### src/rtl/mem_arb_pkg.sv
// Shared types and helpers for the mem write arbiter.
// Holds the FSM state encoding, the mem data width and the round-robin
// pointer wrap helper used by mem_wr_arbiter and mem_rr_pick.
package mem_arb_pkg;

   // Arbiter FSM states: grant in IDLE, hold the write in WRITE,
   // drain the mem ack in RELEASE.
   typedef enum logic [1:0] {
      IDLE    = 2'd0,
      WRITE   = 2'd1,
      RELEASE = 2'd2
   } arb_state_e;

   // Width of the mem write register.
   localparam int MEM_DW = 6;

   // Pointer / index width; wide enough for up to 8 requesters.
   localparam int PTR_W = 3;

   // Next round-robin pointer position, wrapping n-1 -> 0.
   function automatic logic [PTR_W-1:0] rr_next(input logic [PTR_W-1:0] ptr,
                                                input int n);
      logic [PTR_W-1:0] nxt;
      if (int'(ptr) >= n - 1) begin
         nxt = '0;
      end else begin
         nxt = ptr + {{(PTR_W-1){1'b0}}, 1'b1};
      end
      return nxt;
   endfunction

endpackage

### src/rtl/mem_rr_pick.sv
// Combinational round-robin picker.
// Scans the request vector starting at the pointer position, wrapping past
// N_REQ-1 back to 0, and reports the first set bit as a one-hot grant, its
// index, and whether any request was present at all.
module mem_rr_pick
   import mem_arb_pkg::*;
#(
   parameter int N_REQ = 4
) (
   input  logic [N_REQ-1:0] req,
   input  logic [PTR_W-1:0] ptr,
   output logic [N_REQ-1:0] grant,
   output logic [PTR_W-1:0] idx,
   output logic             any
);

   int cand;

   // Walk the requesters in priority order starting at ptr; first hit wins.
   always_comb begin
      grant = '0;
      idx   = '0;
      any   = 1'b0;
      cand  = 0;
      for (int k = 0; k < N_REQ; k++) begin
         cand = int'(ptr) + k;
         if (cand >= N_REQ) begin
            cand = cand - N_REQ;
         end
         if (!any && req[cand]) begin
            any         = 1'b1;
            grant[cand] = 1'b1;
            idx         = PTR_W'(cand);
         end
      end
   end

endmodule

### src/rtl/mem_wr_arbiter.sv
// Round-robin arbiter giving N_REQ tester channels shared access to the
// single mem write register. A granted write is held on out_mem_data /
// out_mem_en until mem acknowledges with in_mem_rd, then the winner gets a
// one-cycle req_done pulse. The FSM then waits for the ack to drop before
// granting again, so a stale ack can never complete the next write.
//
// Handshake: a requester raises req_vld with its data and holds both until
// its req_done (or req_err) pulse; towards mem, out_mem_en is held high with
// stable out_mem_data until in_mem_rd is seen high.
//
// Optional build macro WR_TIMEOUT_EN: abort a write after TMO_CYC cycles
// without in_mem_rd and pulse req_err to the winner instead of req_done.
// Without the macro req_err is constant 0 and WRITE waits indefinitely.
module mem_wr_arbiter
   import mem_arb_pkg::*;
#(
   parameter int N_REQ   = 4,
   parameter int DW      = MEM_DW,
   parameter int TMO_CYC = 15
) (
   input  logic              in_clk,
   input  logic              in_rst,
   input  logic [N_REQ-1:0]  req_vld,
   input  logic [N_REQ*DW-1:0] req_data,
   output logic [N_REQ-1:0]  req_done,
   output logic [N_REQ-1:0]  req_err,
   output logic [DW-1:0]     out_mem_data,
   output logic              out_mem_en,
   input  logic              in_mem_rd,
   output logic              busy
);

   localparam logic [N_REQ-1:0] ONE_HOT0 = {{(N_REQ-1){1'b0}}, 1'b1};

   arb_state_e        state_q;
   logic [PTR_W-1:0]  rr_ptr_q;
   logic [PTR_W-1:0]  win_idx_q;

   logic [N_REQ-1:0]  pick_grant;
   logic [PTR_W-1:0]  pick_idx;
   logic              pick_any;
   logic [DW-1:0]     pick_data;

   mem_rr_pick #(
      .N_REQ (N_REQ)
   ) u_pick (
      .req   (req_vld),
      .ptr   (rr_ptr_q),
      .grant (pick_grant),
      .idx   (pick_idx),
      .any   (pick_any)
   );

   // Data slice of the requester the picker currently favours.
   always_comb begin
      pick_data = req_data[int'(pick_idx)*DW +: DW];
   end

`ifdef WR_TIMEOUT_EN
   localparam int TMO_W = $clog2(TMO_CYC + 1);
   localparam logic [TMO_W-1:0] TMO_LAST = TMO_W'(TMO_CYC - 1);

   logic [TMO_W-1:0] tmo_cnt_q;

   // Arbiter FSM with write timeout: grant, hold until ack or timeout, drain ack.
   always_ff @(posedge in_clk) begin
      if (!in_rst) begin
         state_q      <= IDLE;
         rr_ptr_q     <= '0;
         win_idx_q    <= '0;
         out_mem_data <= '0;
         out_mem_en   <= 1'b0;
         req_done     <= '0;
         req_err      <= '0;
         busy         <= 1'b0;
         tmo_cnt_q    <= '0;
      end else begin
         req_done <= '0;
         req_err  <= '0;
         case (state_q)
            IDLE: begin
               if (pick_any && !in_mem_rd) begin
                  win_idx_q    <= pick_idx;
                  out_mem_data <= pick_data;
                  out_mem_en   <= 1'b1;
                  busy         <= 1'b1;
                  tmo_cnt_q    <= '0;
                  state_q      <= WRITE;
               end
            end
            WRITE: begin
               if (in_mem_rd) begin
                  out_mem_en <= 1'b0;
                  req_done   <= ONE_HOT0 << win_idx_q;
                  rr_ptr_q   <= rr_next(win_idx_q, N_REQ);
                  state_q    <= RELEASE;
               end else if (tmo_cnt_q == TMO_LAST) begin
                  out_mem_en <= 1'b0;
                  req_err    <= ONE_HOT0 << win_idx_q;
                  rr_ptr_q   <= rr_next(win_idx_q, N_REQ);
                  state_q    <= RELEASE;
               end else begin
                  tmo_cnt_q <= tmo_cnt_q + {{(TMO_W-1){1'b0}}, 1'b1};
               end
            end
            RELEASE: begin
               if (!in_mem_rd) begin
                  busy    <= 1'b0;
                  state_q <= IDLE;
               end
            end
            default: begin
               out_mem_en <= 1'b0;
               busy       <= 1'b0;
               state_q    <= IDLE;
            end
         endcase
      end
   end
`else
   // No abort path: the error pulse never fires.
   assign req_err = '0;

   // Arbiter FSM: grant, hold until ack, drain ack.
   always_ff @(posedge in_clk) begin
      if (!in_rst) begin
         state_q      <= IDLE;
         rr_ptr_q     <= '0;
         win_idx_q    <= '0;
         out_mem_data <= '0;
         out_mem_en   <= 1'b0;
         req_done     <= '0;
         busy         <= 1'b0;
      end else begin
         req_done <= '0;
         case (state_q)
            IDLE: begin
               if (pick_any && !in_mem_rd) begin
                  win_idx_q    <= pick_idx;
                  out_mem_data <= pick_data;
                  out_mem_en   <= 1'b1;
                  busy         <= 1'b1;
                  state_q      <= WRITE;
               end
            end
            WRITE: begin
               if (in_mem_rd) begin
                  out_mem_en <= 1'b0;
                  req_done   <= ONE_HOT0 << win_idx_q;
                  rr_ptr_q   <= rr_next(win_idx_q, N_REQ);
                  state_q    <= RELEASE;
               end
            end
            RELEASE: begin
               if (!in_mem_rd) begin
                  busy    <= 1'b0;
                  state_q <= IDLE;
               end
            end
            default: begin
               out_mem_en <= 1'b0;
               busy       <= 1'b0;
               state_q    <= IDLE;
            end
         endcase
      end
   end
`endif

endmodule
### config.mk
export PLATFORM = sky130hd
export DESIGN_NAME = mem_wr_arbiter
export DESIGN_NICKNAME = d
export VERILOG_FILES = /design/src/rtl/mem_arb_pkg.sv /design/src/rtl/mem_rr_pick.sv /design/src/rtl/mem_wr_arbiter.sv
export SDC_FILE = /design/constraint.sdc
export NUM_CORES = 1
export LEC_CHECK = 0
export CAP_MARGIN = 30
export CORE_ASPECT_RATIO = 0.5
export CORE_UTILIZATION = 34
export DETAILED_ROUTE_END_ITERATION = 8
export RECOVER_POWER = 50
export SYNTH_ARGS = -nofsm -noshare
export SYNTH_HDL_FRONTEND = slang
export SYNTH_SLANG_ARGS = --single-unit
### constraint.sdc
create_clock -name in_clk -period 4.7 [get_ports in_clk]
set_input_delay 0.47 -clock in_clk [delete_from_list [all_inputs] [get_ports in_clk]]
set_output_delay 0.47 -clock in_clk [all_outputs]
set_load 0.1 [all_outputs]
After elaboration in Yosys (flattened, before gate mapping). Cells that the tools add are included.

Register bits: 20. Input port bits: 31. Output and inout bits: 16. Word-level logic and storage cells: 83.

$add $sub $neg: 8. $mul: 1. Order comparisons: 9. Eq/ne operators: 5. Shifts and indexed selects: 2. Multiplexer cells: 34. Bitwise operators: 2. Reduce and logical (&&, ||, !) cells: 15.

Operators with widths (count): < comparator 32 x 4 -> 1 bit, second input constant (4); two-way mux 32 bit (4); >= comparator 32 x 4 -> 1 bit, second input constant (3); subtractor 32 x 4 -> 32 bit, second input constant (3); indexed part select 24 x 7 -> 6 bit (1); two-way mux 1 bit (15); two-way mux 3 bit (5); AND reduction 3 bit (4); adder 3 x 2 -> 4 bit, second input constant (2); binary-select mux 1 bit (select 2 bit) (4); two-way mux 2 bit (3); inequality test 2 bit, second input constant (3); one-hot mux 1 bit (3 select lines) (2); one-hot mux 2 bit (3 select lines) (1); multiplier 3 x 2 -> 5 bit, second input constant (1); adder 3 x 1 -> 4 bit, second input constant (1); logical AND 1 bit (4); zero test 1 bit (4); AND reduction 2 bit (2); << shifter 1 x 3 -> 4 bit, first input constant (1); subtractor 3 x 3 -> 4 bit, second input constant (1); adder 3 x 1 -> 3 bit, second input constant (1); >= comparator 3 x 2 -> 1 bit, second input constant (1); >= comparator 3 bit, second input constant (1); 4 further kinds (5).

Longest topological paths before layout. Gate-level depths: netlist of run 1.

Depth in word-level cells: 18. Depth in mapped cells: 11. Gate-level depth less buffers: 8.

Hierarchy. Synthesis of run 1 repeated with hierarchy kept, for this count alone.

Cells, all modules: 164. Area, all modules: 1597.8 um^2.

Modules (own cells, without submodules): mem_wr_arbiter (times used 1, cells each 86, area an instance 982.2 um^2, sequential area each 400.4 um^2); mem_rr_pick (times used 1, cells each 78, area an instance 615.6 um^2, sequential area each 0.0 um^2).

Worst setup path before layout of run 1. Ideal clock, no wire load.

Kind: flip-flop to flip-flop. From: register rr_ptr_q[0]. To: register out_mem_data[5]. Library setup time: 87 ps. Data arrival time: 2400 ps. Data required time: 4613 ps. Setup slack: 2214 ps. Stages on the path, launching flop included: 11. Buffers on the path: 2. Period minus slack after synthesis: 2486 ps. Cell sequence: dfxtp_1 > buf_2 > inv_2 > ha_1 > buf_4 > mux2i_1 > mux2i_1 > o21ai_0 > a41oi_1 > nand4_2 > a221oi_2.

Cells in the longest elaborated chain, start to end: 17. Elaborated cells on any way between the ends: 45. Classes of those cells: 7 x add/sub; 1 x mul; 4 x order compare; 1 x shift; 24 x mux; 8 x reduce/logical.

RTL lines: start: declaration (RTL line mem_wr_arbiter.sv:36) `logic [PTR_W-1:0] rr_ptr_q;`; start signal: assignment (RTL line mem_wr_arbiter.sv:150) `rr_ptr_q <= rr_next(win_idx_q, N_REQ);`; parallel branches: the longest is 17 deep, another holds subtractor 32 x 4 -> 32 bit; end signal: assignment (RTL line mem_wr_arbiter.sv:140) `out_mem_data <= pick_data;`; end: declaration (RTL line mem_wr_arbiter.sv:27) `output logic [DW-1:0] out_mem_data,`.

Parallel ways; which one is timed is not known. The select of a mux whose other input is x is not followed. A chain may end at the register's enable or synchronous reset.

Worst setup path in the final report of run 1. Ends and elaborated chain as after synthesis.

==> impl_metrics.toml, run 1 <==
[yosys]
ys_ff_latch = 20
async_flop_share_pct = 0
yosysTopAreaCell = "dfxtp_1"
synth_ff_type = "dfxtp_1"
seq_area_frac_synth_pct = 21.8
yosys-top-cells-count = "nand3_1 (26), nand2_1 (22), dfxtp_1 (20), o21ai_0 (18), inv_1 (14)"
synthTopCellsByArea = "dfxtp_1 (22%), a221oi_2 (7.4%), nand3_1 (7.1%), o21ai_0 (4.9%), a22oi_1 (4.9%)"
ys_warn_count = 0
synth_edf_count = 0
synth_top_area_share_pct = 21.8
yosysMostFrequentCell = "nand3_1"
synthCells = 234
syn_area_sq_mm = 0.00184
synth.avg_cell_area_sq_um = 7.85
yosysUniqueCellTypes = 54

[placement]
dpl.hpwl_um = 3360
dp_cells = 327
gp_congestion = 0.792
io_buffers = 42
dp_slack_ns = 1.63

[routing]
routed-via-count = 1872
drtIter0Drc = 165
wl_per_cell_um = 15.0
dr.pass1.iters = 7
viasPerCell = 5.66
routed_wl_um = 4970
final_antenna_net_count = 0
drc = 0

[worst_setup_path]
r2r_slack_ns = 1.58
path_class = "reg2reg"
end_kind = "flip-flop"
cp-start-kind = "flip-flop"
worstPathArrival_ns = 3.30
r2r.worst_path.cells = 9
required_ns = 4.88
cp_max_fo = 28
r2r-end = "out_mem_data[5]"
r2r-start = "rr_ptr_q[0]"

[run]
maxCapViolCount = 0

[clock_tree]
clk_latency_ns = 0.26
post_cts_buffers = 0
tritoncts = "done"
numCtsBuffers = 3
post_cts_resized = 0
clock-root-buffer = "clkbuf_8"
clk_pin_slew_ns = 0.08
cts_max_path_buffers = 2
clock_sinks = 20
htreeDepth = 1
ctsHoldBuffers = 0

[timing]
finalHoldViolCount = 0
worstMarginPinSlew_ns = 0.977
max_freq_mhz = 320
rsz0062_at_grt = "no"
post-route-period-util_pct = 66.5
slew_viol_final = 0
slew-limit-headroom_pct = 34.7
setup_viol = 0
finalWorstSetupSlack_ns = 1.58
setup_tns_ns = 0
finClkSkew_ns = 0.00199
min_period_ns = 3.12

[power_and_ir_drop]
worst_ir_drop_vdd_v = 0.000113
power.density_mw_per_mm2 = 263
leakage_nw = 0.826

[layout]
seqCellArea_sq_um = 400
multiInputGateArea_sq_mm = 0.00125
utilization_pct = 45.3
drive_gt1_share_pct = 9.20
num-nets-final = 297
diodes = 0
post_layout_nonfiller_instances = 331
layout-area-overhead-vs-synth_pct = 24.8
fillers = 496

[grt]
grt_use_total_pct = 17.6
grt_overflow = 0
grt_pass1_vias = 1640
antenna_found_initial = 0
grt_max_degree = 29
grt_pass1_wl_um = 7980

[floorplan]
die_h_um = 54.0
die_w_um = 106
rows = 18
initial_core_util_pct = 36.3
dieArea_sq_mm = 0.00572
core_sq_mm = 0.00507
pin_count = 47

[status]
status = "complete, no violations"

[min_path]
hold_start = "win_idx_q[1]"
holdPathEnd = "req_done[1]"
hp-class = "reg2reg"
hold_depth = 1
## placed cells by master (no fill, tap or decap), drive strengths merged, types with 2 or more instances in the layout
| cell | instances |
|---|---|
| clkdlybuf4s50 | 34 |
| nand3 | 26 |
| nand2 | 22 |
| dfxtp | 20 |
| o21ai | 19 |
| a221oi | 16 |
| inv | 15 |
| a22oi | 12 |
| nor2 | 9 |
| nand4 | 9 |
| mux2i | 8 |
| dlygate4sd3 | 8 |
| a21oi | 5 |
| and2 | 5 |
| nand3b | 4 |
| nor2b | 4 |
| ha | 4 |
| conb | 4 |
| nor3 | 4 |
| clkbuf | 3 |
| nor3b | 2 |
| mux4 | 2 |
| o211a | 2 |
| nand2b | 2 |
## cells by family after synthesis
kind of cell / count (synthesis) / share of synthesized area, %
AOI/OAI and AO/OA: 65 / 28.5
xor gates and xnor gates: 1 / 0.477
adders and majority gates: 4 / 2.72
buffers and inverters: 38 / 10.6
DFF: 20 / 21.8
muxes: 11 / 7.42
other: 1 / 0.204
and+or+nand+nor: 94 / 28.3
## worst max path at each step
stage	startpoint	to	slack, ns	cells past startpoint
global route	rr_ptr_q[0]	out_mem_data[5]	1.38	9
finish	rr_ptr_q[0]	out_mem_data[5]	1.58	9
detailed placement	rr_ptr_q[0]	out_mem_data[5]	1.63	9
global placement	rr_ptr_q[0]	out_mem_data[5]	1.67	9
floorplan	rr_ptr_q[0]	out_mem_data[5]	2.21	10
CTS	rr_ptr_q[0]	out_mem_data[5]	1.61	9
## area by class of cell
class                   instances  area share [%]
multi-input cells             179            54.5
clock buffers                   3            1.80
flip-flops and latches         20            17.5
well taps                      70            3.82
inverters                      15            2.45
repair buffers                 43            18.7
clock inverters                 1            1.31
## per-stage QoR
step                hold WS, ns  power, mW  instance area [sq um]
floorplan                 0.477      0.372                   1850
global placement          0.518      0.428                   2230
detailed placement        0.519      0.431                   2230
CTS                       0.532      0.606                   2300
global route              0.565      0.632                   2290
finish                    0.527      0.603                   2290
## routing by layer
layer,track usage [%],vias up,routed length (um)
met5,0,-,0
met4,3.47,0,2
met3,3.27,2,302
met2,28.0,77,2220
met1,24.9,865,2440
li1,-,928,-
## state kept, by name (all words and copies together) (netlist names)
signal        count
out_mem_data      6
req_done          4
rr_ptr_q          3
win_idx_q         3
state_q           2
busy              1
out_mem_en        1
## worst max-delay path, cell delays in order (launching register included)
cell and delay [ns]:
dfxtp_1 0.31, buf_4 0.34, inv_2 0.17, ha_1 0.58, mux2i_1 0.32, mux2i_1 0.21
o21ai_0 0.10, a41oi_1 0.30, nand4_2 0.33, a221oi_2 0.37
## report_power, final
group          internal (mW)  leakage (nW)  switching, mW
combinational         0.0818         0.627          0.160
sequential             0.179         0.163        0.00778
clock                  0.114        0.0357         0.0611
Power figures use the tool's default switching activity.
==> run 2: changes to the inputs <==
Clock period 4.7 ns to 3.2 ns, I/O delays scaled along.
==> run 2 against run 1 <==
  * Fmax increased by 19%
  * Cell count rose by 1.8%
  * Register-to-register slack worse by 1.0 ns
  * Clock-buffer cell count unchanged
  * Die area is the same
  * Critical endpoint unchanged
  * Setup slack worse by 1.0 ns
  * Clock power rose by 47%
  * Core utilization up 0.89 points
==> impl_metrics.toml, run 2 (same netlist as run 1, synthesis figures left out) <==
[status]
status = "complete, no violations"

[worst_setup_path]
timing.critical_path.buf_inv = 1
cp_max_fo = 10
cp_cell_sequence = "inv_2 -> ha_1 -> mux2i_1 -> mux2i_1 -> o21ai_0 -> a41oi_1 -> nand4_2 -> a221oi_2"
r2r.worst_path.cells = 8
r2r-end = "out_mem_data[5]"
critical_path.top_delay_family = "compound AO/OA/AOI/OAI gates"
cp-start-kind = "flip-flop"
end_kind = "flip-flop"
r2r_slack_ns = 0.58
cpMostUsedCell = "mux2i_1"
worstPathArrival_ns = 2.80
cp_slowest_stage_delay_ns = 0.47
path_class = "reg2reg"
cp_num_cells = 8
r2r-start = "rr_ptr_q[0]"
slowest_stage = "ha_1"
required_ns = 3.38

[clock_tree]
htreeDepth = 1
clk_pin_slew_ns = 0.08
clock_sinks = 20
ctsHoldBuffers = 0
tritoncts = "done"
clock-root-buffer = "clkbuf_8"
post_cts_buffers = 0
clk_latency_ns = 0.26
cts_max_path_buffers = 2
numCtsBuffers = 3
post_cts_resized = 0

[timing]
rsz0062_at_grt = "no"
slew-limit-headroom_pct = 34.7
min_period_ns = 2.62
max_freq_mhz = 381
slew_viol_final = 0
post-route-period-util_pct = 82.0
setup_viol = 0
finClkSkew_ns = 0.00246
worstMarginPinSlew_ns = 0.977
finalHoldViolCount = 0
setup_tns_ns = 0

[layout]
top_register = "out_mem_data"
num-nets-final = 303
layout-area-overhead-vs-synth_pct = 27.2
largest_reg_flops = 6
drive_gt1_share_pct = 11.2
diodes = 0
final_cell_mix = "clkdlybuf4s50_1 (34), nand3_1 (26), nand2_1 (22)"
top_regs = "out_mem_data (6), req_done (4)"
final_common_cell = "clkdlybuf4s50_1"
multiInputGateArea_sq_mm = 0.00125
fillers = 504
seqCellArea_sq_um = 400

[routing]
routed_wl_um = 4980
drc = 0
dr.pass1.iters = 5
drtIter0Drc = 80
routed-via-count = 1942
viasPerCell = 5.76
wl_per_cell_um = 14.8
final_antenna_net_count = 0

[grt]
antenna_found_initial = 0
grt_pass1_wl_um = 8000
grt_overflow = 0
grt_pass1_vias = 1754
grt_use_total_pct = 17.6
grt_max_degree = 28

[min_path]
holdPathEnd = "req_done[1]"
hp-class = "reg2reg"
hold_depth = 1
hold_start = "win_idx_q[1]"

[placement]
dpl.hpwl_um = 3520
gp_congestion = 0.816
io_buffers = 42

[power_and_ir_drop]
worst_ir_drop_vdd_v = 0.000182
power.density_mw_per_mm2 = 381
finalPower_mw = 0.892
leakage_nw = 0.856

[floorplan]
core_sq_mm = 0.00507
die_w_um = 106
die_h_um = 54.0
initial_core_util_pct = 36.3
pin_count = 47
dieArea_sq_mm = 0.00572
rows = 18

[run]
maxCapViolCount = 0
[run 2: cell count changes in the layout (fill, tap and decap cells not counted), sizes merged]
cell  before  now
buf        1    7
[run 2: how the worst max path moves through the flow]
stage	start	endpoint	slack, ns
after detailed placement	req_vld[3]	out_mem_data[0]	0.39
after floorplan	rr_ptr_q[0]	out_mem_data[5]	0.71
after global routing	rr_ptr_q[0]	out_mem_data[5]	0.38
after global placement	req_vld[3]	out_mem_data[0]	0.46
after CTS	rr_ptr_q[0]	out_mem_data[5]	0.59
final	rr_ptr_q[0]	out_mem_data[5]	0.58
[run 2: power by group]
part	leakage (nW)	switching (mW)	internal, mW
combinational	0.657	0.236	0.125
clock	0.0357	0.0908	0.167
sequential	0.163	0.0106	0.263
total	0.856	0.337	0.555
[run 2: final cells by class]
class,count,area share [%]
timing repair buffer,49,20.2
multi-input combinational,179,53.5
tap,70,3.75
sequential,20,17.1
inverter,15,2.41
clock buffer,3,1.77
clock inverter,1,1.28
[run 2: routing by layer]
metal / up-vias / GRT usage [%] / share of wire (%)
met3: 2 / 3.51 / 8.2
met2: 98 / 29.4 / 46
met5: - / 0 / 0
met1: 901 / 23.0 / 45
li1: 941 / - / -
met4: 0 / 6.48 / 0.22
[run 2: metrics by stage]
step | hold WS [ns] | instance area [sq um] | worst slack (ns) | std cells | utilization (%)
detailed placement | 0.523 | 2270 | 0.389 | 333 | 44.8
global placement | 0.517 | 2270 | 0.461 | 333 | 44.8
finish | 0.539 | 2340 | 0.577 | 337 | 46.1
floorplan | 0.473 | 1850 | 0.714 | 237 | -
global route | 0.550 | 2340 | 0.377 | 337 | 46.1
CTS | 0.540 | 2340 | 0.587 | 337 | 46.2
==> run 3: changes to the inputs <==
Clock period 3.2 ns to 2.2 ns, I/O delays scaled along.
==> run 3 against run 2 <==
  * Cell area rose by 12%
  * Core utilization grew 5.5 points
  * Clock-buffer cell count unchanged
  * Highest routed layer unchanged
  * Total power grew 57%
  * Critical path type unchanged
  * Critical path depth up 1
  * Via count up 5.1%
  * Clock skew up 0.0011 ns
  * Global-route usage increased by 2.9 points
  * Sequential cell count unchanged
==> impl_metrics.toml, run 3 (same netlist as run 1, synthesis figures left out) <==
[routing]
routed_wl_um = 5700
dr_wl_met3_um = 347
drt-met1-wl_um = 2730
dr.pass1.iters = 5
final_antenna_net_count = 0
top_layer = "met4"
drtIter0Drc = 91
routed-via-count = 2042
viasPerCell = 5.56
wl_met2_um = 2580
drc = 0
wl_per_cell_um = 15.5

[clock_tree]
cts_max_path_buffers = 2
clock_sinks = 20
tritoncts = "done"
htreeDepth = 1
clk_pin_slew_ns = 0.08
numCtsBuffers = 3
clk_latency_ns = 0.26
clock-root-buffer = "clkbuf_8"

[placement]
gp_congestion = 0.793
placed_area_sq_mm = 0.00248
dpl.hpwl_um = 4090
dp_slack_ns = -0.230
io_buffers = 42

[layout]
top_regs = "out_mem_data (6), req_done (4)"
fillers = 497
final_cell_mix = "buf_4 (34), clkdlybuf4s50_1 (30), nand3_1 (26)"
top_register = "out_mem_data"
final_common_cell = "buf_4"
final_cell_area_sq_mm = 0.00262
largest_reg_flops = 6
diodes = 0
seqCellArea_sq_um = 405
multiInputGateArea_sq_mm = 0.00135
drive_gt1_share_pct = 25.9
num-nets-final = 333
layout-area-overhead-vs-synth_pct = 42.4

[worst_setup_path]
cp-start-kind = "flip-flop"
r2r_slack_ns = 0.06
required_ns = 2.35
r2r-end = "out_mem_data[2]"
cp_max_fo = 12
path_class = "reg2reg"
r2r.worst_path.cells = 9
worstPathArrival_ns = 2.29
r2r-start = "rr_ptr_q[0]"
end_kind = "flip-flop"

[timing]
min_period_ns = 2.14
finalWorstSetupSlack_ns = 0.0610
slew_viol_final = 0
setup_viol = 0
max_freq_mhz = 468
worstMarginPinSlew_ns = 1.17
finClkSkew_ns = 0.00358
rsz0062_at_grt = "yes"
hold_ws_ns = 0.544
slew-limit-headroom_pct = 22.3
post-route-period-util_pct = 97.2
finalHoldViolCount = 0

[power_and_ir_drop]
power.density_mw_per_mm2 = 534
worst_ir_drop_vdd_v = 0.000225
leakage_nw = 0.999

[floorplan]
core_sq_mm = 0.00507
pin_count = 47
die_w_um = 106
die_h_um = 54.0
rows = 18
dieArea_sq_mm = 0.00572
initial_core_util_pct = 36.3

[min_path]
hold_start = "win_idx_q[1]"
hold_depth = 1
holdPathEnd = "req_done[1]"
hp-class = "reg2reg"

[grt]
grt_pass1_wl_um = 9230
grt_overflow = 0
antenna_found_initial = 0
grt_max_degree = 25
grt_use_total_pct = 20.5
grt_pass1_vias = 1916

[run]
maxCapViolCount = 0

[status]
status = "complete, no violations"
-- run 3: power breakdown --
group | switching, mW | internal [mW]
Sequential | 0.0173 | 0.382
Combinational | 0.380 | 0.236
Clock | 0.139 | 0.243
Total | 0.536 | 0.861
-- run 3: what timing repair did --
action                                 4_1_cts  5_1_grt
gates cloned                                 0        1
setup endpoints to repair                    3        6
endpoints found under the hold margin        0        0
setup buffers                                3        0
gates resized for setup                      6        7
pin swaps                                    1        1
hold buffers                                 0        0
-- run 3: per-stage QoR --
stage / power [mW] / util [%] / TNS (ns) / std cells
3_5_place_dp: 0.986 / 48.9 / -1.20 / 359
4_1_cts: 1.40 / 51.8 / 0 / 366
6_report: 1.40 / 51.7 / 0 / 367
2_1_floorplan: 0.802 / - / 0 / 237
5_1_grt: 1.47 / 51.7 / -0.290 / 367
3_3_place_gp: 0.973 / 48.9 / -0.813 / 359
-- run 3: area by class of cell --
class | count | share of cell area [%]
well taps | 70 | 3.35
clock buffers | 3 | 1.58
flip-flops and latches | 20 | 15.5
repair buffers | 78 | 24.5
clock inverters | 1 | 1.15
multi-input cells | 180 | 51.6
inverters | 15 | 2.34
-- run 3: layer usage --
metal  GRT usage (%)  up-vias
met5               0        -
met4            5.32        0
met3            3.03        4
met2            36.1       69
met1            27.0      971
li1                -      998
-- run 3: worst max path at each step --
stage | startpoint | endpoint | slack (ns) | depth (start not counted)
after detailed placement | req_vld[3] | out_mem_data[1] | -0.23 | 8
after global placement | req_vld[1] | out_mem_data[0] | -0.16 | 8
after floorplan | rr_ptr_q[0] | out_mem_data[0] | 0.03 | 10
after CTS | rr_ptr_q[0] | out_mem_data[0] | 0.01 | 8
after global routing | rr_ptr_q[0] | out_mem_data[2] | -0.07 | 9
final | rr_ptr_q[0] | out_mem_data[2] | 0.06 | 9
-- run 3: critical path: stages (launching register included) --
cell and delay, ns:
dfxtp_4 0.38, inv_6 0.04, ha_4 0.32, buf_4 0.15, mux4_2 0.35, nand2b_4 0.24, nand3_1 0.10, o21ai_0 0.10
a221oi_2 0.27, a221oi_2 0.09
